[src/rtl/divider_controller.sv]
// Sequencing FSM for an iterative unsigned restoring divider.
// Decodes state into X/Y/R load enables and mux selects; no arithmetic.
module divider_controller #(
  parameter int ITER = 4,
  parameter int CW   = 3
) (
  input  logic          clk,
  input  logic          reset,
  input  logic          start,
  input  logic          y_zero,
  input  logic          r_ge_y,
  output logic          x_ld,
  output logic [1:0]    x_sel,
  output logic          y_ld,
  output logic          r_ld,
  output logic [1:0]    r_sel,
  output logic [CW-1:0] cnt,
  output logic          busy,
  output logic          done,
  output logic          err
);

  typedef enum logic [2:0] {
    S_IDLE  = 3'd0,
    S_LOAD  = 3'd1,
    S_CHECK = 3'd2,
    S_SHIFT = 3'd3,
    S_TEST  = 3'd4,
    S_DONE  = 3'd5,
    S_ERR   = 3'd6
  } state_t;

  localparam logic [CW-1:0] LAST = CW'(ITER);
  localparam logic [CW-1:0] ONE  = CW'(1);

  state_t        state_q, state_d;
  logic [CW-1:0] cnt_q, cnt_d;

  always_comb begin
    state_d = state_q;
    cnt_d   = cnt_q;
    unique case (state_q)
      S_IDLE:  if (start) state_d = S_LOAD;
      S_LOAD: begin
        cnt_d   = '0;
        state_d = S_CHECK;
      end
      S_CHECK: state_d = y_zero ? S_ERR : S_SHIFT;
      S_SHIFT: begin
        cnt_d   = cnt_q + ONE;
        state_d = S_TEST;
      end
      S_TEST:  state_d = (cnt_q == LAST) ? S_DONE : S_SHIFT;
      S_DONE:  if (!start) state_d = S_IDLE;
      S_ERR:   if (!start) state_d = S_IDLE;
      default: state_d = S_IDLE;
    endcase
  end

  always_ff @(posedge clk) begin
    if (reset) begin
      state_q <= S_IDLE;
      cnt_q   <= '0;
    end else begin
      state_q <= state_d;
      cnt_q   <= cnt_d;
    end
  end

  // Datapath controls follow the state register directly; TEST adds r_ge_y.
  always_comb begin
    x_ld  = 1'b0;
    x_sel = 2'b00;
    y_ld  = 1'b0;
    r_ld  = 1'b0;
    r_sel = 2'b00;
    busy  = 1'b0;
    done  = 1'b0;
    err   = 1'b0;
    unique case (state_q)
      S_LOAD: begin
        busy = 1'b1;
        x_ld = 1'b1;
        y_ld = 1'b1;
        r_ld = 1'b1;
      end
      S_CHECK: busy = 1'b1;
      S_SHIFT: begin
        busy  = 1'b1;
        x_ld  = 1'b1;
        x_sel = 2'b01;
        r_ld  = 1'b1;
        r_sel = 2'b01;
      end
      S_TEST: begin
        busy = 1'b1;
        if (r_ge_y) begin
          x_ld  = 1'b1;
          x_sel = 2'b10;
          r_ld  = 1'b1;
          r_sel = 2'b10;
        end
      end
      S_DONE:  done = 1'b1;
      S_ERR:   err  = 1'b1;
      default: ;
    endcase
  end

  assign cnt = cnt_q;

endmodule

[config.mk]
export PLATFORM = sky130hd
export DESIGN_NAME = divider_controller
export DESIGN_NICKNAME = d
export VERILOG_FILES = /design/src/rtl/divider_controller.sv
export SDC_FILE = /design/constraint.sdc
export NUM_CORES = 1
export LEC_CHECK = 0
export CAP_MARGIN = 10
export CORE_AREA = 2 2 39 41
export CTS_CLUSTER_DIAMETER = 40
export DETAILED_ROUTE_END_ITERATION = 8
export DIE_AREA = 0 0 41 43
export PLACE_DENSITY_LB_ADDON = 0.2
export SLEW_MARGIN = 20
export SYNTH_ARGS = -nofsm -noshare
export SYNTH_HDL_FRONTEND = slang
export SYNTH_SLANG_ARGS = --single-unit
[constraint.sdc]
create_clock -name clk -period 1.45 [get_ports clk]
set_input_delay 0.435 -clock clk [delete_from_list [all_inputs] [get_ports clk]]
set_output_delay 0.435 -clock clk [all_outputs]
set_load 0.05 [all_outputs]
==> results.sh <==
export IMPL_die_h_um=43
export IMPL_maxSlewHeadroom_pct=84.6
export IMPL_num_vias=479
export IMPL_drt_initial_drc_count=6
export IMPL_grt_pass1_vias=460
export IMPL_yosysWarnings=0
export IMPL_pre_cts_ws_ps=-464
export IMPL_clock_sinks=6
export IMPL_timing_final_crit_period_ps=1630
export IMPL_outcome="finished, violations left"
export IMPL_die_w_um=41
export IMPL_grt_use_total_pct=16.0
export IMPL_clkTransAtPathRegs_ps=40
export IMPL_first_pass_iters=4
export IMPL_drt_antenna_violating_nets=0
export IMPL_htreeDepth=1
export IMPL_hold_ws_ps=524
export IMPL_rr_worst_depth=8
export IMPL_slew_violations=0
export IMPL_synth_seq_area_share_pct=28.6
export IMPL_ys_ff_latch=6
export IMPL_numPortBuffers=17
export IMPL_layout_drive_gt1_share_pct=57.1
export IMPL_diodes=0
export IMPL_ir_drop_mv=0.848
export IMPL_rsz0062_at_grt="true"
export IMPL_synth_cells=53
export IMPL_power_per_cell_area_nw_per_um2=1580
export IMPL_tightestPinTransition_ps=231
export IMPL_cpPeakStageDelay_ps=360
export IMPL_area_delta_synth_final_pct=122
export IMPL_io_pins=18
export IMPL_wl_per_cell_um=11.9
export IMPL_setup_violations=10
export IMPL_drc_errors=0
export IMPL_dp_final_hpwl_um=819
export IMPL_fillCellCount=100
export IMPL_hold_class="register to register"
export IMPL_synth_adder_area_share_pct=5.95
export IMPL_cp_end_kind="primary output"
export IMPL_grt_overflow=0
export IMPL_synthSimpleGateAreaFrac_pct=35.4
export IMPL_finalHoldViolations=0
export IMPL_max_freq_ghz=0.612
export IMPL_synth_area_leaders="dfxtp_1 29%, buf_4 8.9%, ha_1 6.0%"
export IMPL_synth_xor_area_share_pct=4.17
export IMPL_nNetsFinal=93
export IMPL_synth_area_um2=420
export IMPL_crit_type="register to primary output"
export IMPL_worst_slack_ps=-183
export IMPL_violations="setup timing"
export IMPL_antenna_found_initial=0
export IMPL_cp_arrival_ps=1200
export IMPL_maxCapViolations=0
export IMPL_synth_top_family_by_area="simple AND/OR/NAND/NOR gates"
export IMPL_grt_max_degree=8
export IMPL_regToRegEndpoint="state_q[1]$_SDFFE_PP0P_"
export IMPL_wirelength_um=1190
export IMPL_timing_rr_start="state_q[1]$_SDFFE_PP0P_"
export IMPL_crit_slowest_cell="dfxtp_4"
export IMPL_ctsHoldBuffers=0
export IMPL_grt_first_pass_wirelength_um=1900
export IMPL_gp_congestion=0.810
export IMPL_place_area_um2=802
export IMPL_cts_root_buf="clkbuf_4"
export IMPL_rrSetupSlack_ps=130
export IMPL_synth_area_leader_cell="dfxtp_1"
export IMPL_worstSetupStartpoint="state_q[0]$_SDFFE_PP0P_"
export IMPL_cts_inserted_buffers=3
export IMPL_crit_path_end="r_ld"
export IMPL_placedCellCount=91
export IMPL_clockBufferDepth=2
export IMPL_stdcell_area_um2=933
export IMPL_final_cells=100
export IMPL_clk_latency_ps=240
export IMPL_synth_mux_area_share_pct=0
export IMPL_start_util_pct=30.4
export IMPL_p_leak_nw=0.381
export IMPL_final_util_pct=67.5
export IMPL_fin_crit_sh_pct=113
export IMPL_start_kind="register"
export IMPL_synth_compound_area_share_pct=14.0
export IMPL_coreArea_um2=1380
export IMPL_required_ps=1020
export IMPL_fin_setup_tns_ps=-1110
export IMPL_cts_tree="built"
export IMPL_rows=14
export IMPL_cp_max_fo=4
export IMPL_worstPathCellList="nor2_2 -> and3_4 -> or2_4 -> buf_12"
export IMPL_syn_avg_cell_area_um2=7.93
export IMPL_yosys_area_top_type_share_pct=28.6
export IMPL_syn_nets=60
export IMPL_die_area_um2=1760
export IMPL_skew_ps=1.21
export IMPL_vias_per_cell=4.79
export IMPL_ys_types=26
export IMPL_power_mw=1.47
where the power goes:
group,total [mW],switching (mW),internal (mW)
Clock,0.151,0.0576,0.0934
Combinational,1.08,0.518,0.564
Sequential,0.238,0.0352,0.203
layout make-up:
class,instances,area (µm²),area share [%]
Clock buffer,3,22.5,2.41
Tap cell,16,20.0,2.14
Sequential cell,6,129,13.8
Inverter,2,7.51,0.804
Multi-Input combinational cell,39,315,33.8
Timing Repair Buffer,34,439,47.1
worst min path at each step:
stage,end,cells past startpoint,from
floorplan,cnt[0]$_SDFFE_PP0P_,1,reset
global placement,cnt[1]$_SDFFE_PP0P_,2,cnt[1]$_SDFFE_PP0P_
detailed placement,cnt[1]$_SDFFE_PP0P_,2,cnt[1]$_SDFFE_PP0P_
CTS,cnt[1]$_SDFFE_PP0P_,2,cnt[1]$_SDFFE_PP0P_
global route,cnt[1]$_SDFFE_PP0P_,2,cnt[1]$_SDFFE_PP0P_
finish,cnt[1]$_SDFFE_PP0P_,2,cnt[1]$_SDFFE_PP0P_
repair_timing:
item                                    in CTS  in global routing
resized for setup                           13                  5
endpoints found under the setup margin      10                 10
pin swaps                                    5                  2
buffers inserted                             4                  2
synthesized netlist by cell type (all sizes together):
cell type	n
and3	1
nor2	2
a22oi	2
and3b	1
nor2b	3
nand2	4
nand4	1
nor3	1
a31oi	1
and4bb	1
o21ai	2
and2	2
ha	2
nand2b	2
inv	2
or2	2
a21oi	4
o31ai	1
nand3	2
or3	1
xnor2	2
dfxtp	6
buf	6
nand3b	2
per-layer routing:
| metal | vias up | track usage [%] | wire [µm] |
|---|---|---|---|
| met2 | 16 | 25.3 | 622 |
| li1 | 243 | - | - |
| met4 | 0 | 8.00 | 8 |
| met1 | 218 | 18.4 | 507 |
| met5 | - | 0 | 0 |
| met3 | 2 | 4.71 | 55 |
worst max-delay path: cells and delay by family (launching register included):
kind / cells / cell delay (ps)
buffers and inverters: 1 / 150
AND/OR/NAND/NOR: 3 / 450
flip-flops: 1 / 360
kinds of logic (layout without fill, tap and decap cells):
logic type / Yosys count / after routing
and+or+nand+nor: 25 / 25
AOI/OAI and AO/OA: 10 / 10
buffers and inverters: 8 / 39
DFF: 6 / 6
adders and majority gates: 2 / 2
xor gates and xnor gates: 2 / 2
placed cells by master, fill, tap and decap left out, types with 2 or more instances in the layout:
master	synthesis	final
buf_4	5	14
buf_12	0	13
a21oi_1	4	4
nand2_1	4	4
clkbuf_4	0	3
dfxtp_1	6	3
clkdlybuf4s50_1	0	3
buf_6	0	3
inv_1	2	2
nor2b_4	0	2
and2_4	0	2
nand3b_1	2	2
a22oi_1	2	2
o21ai_0	2	2
nand3_1	2	2
ha_1	2	2
dfxtp_4	0	2
state kept, by name (all words and copies together), names as in the netlist:
signal and count:
cnt 3, state_q 3
(Power assumes the default switching activity.)
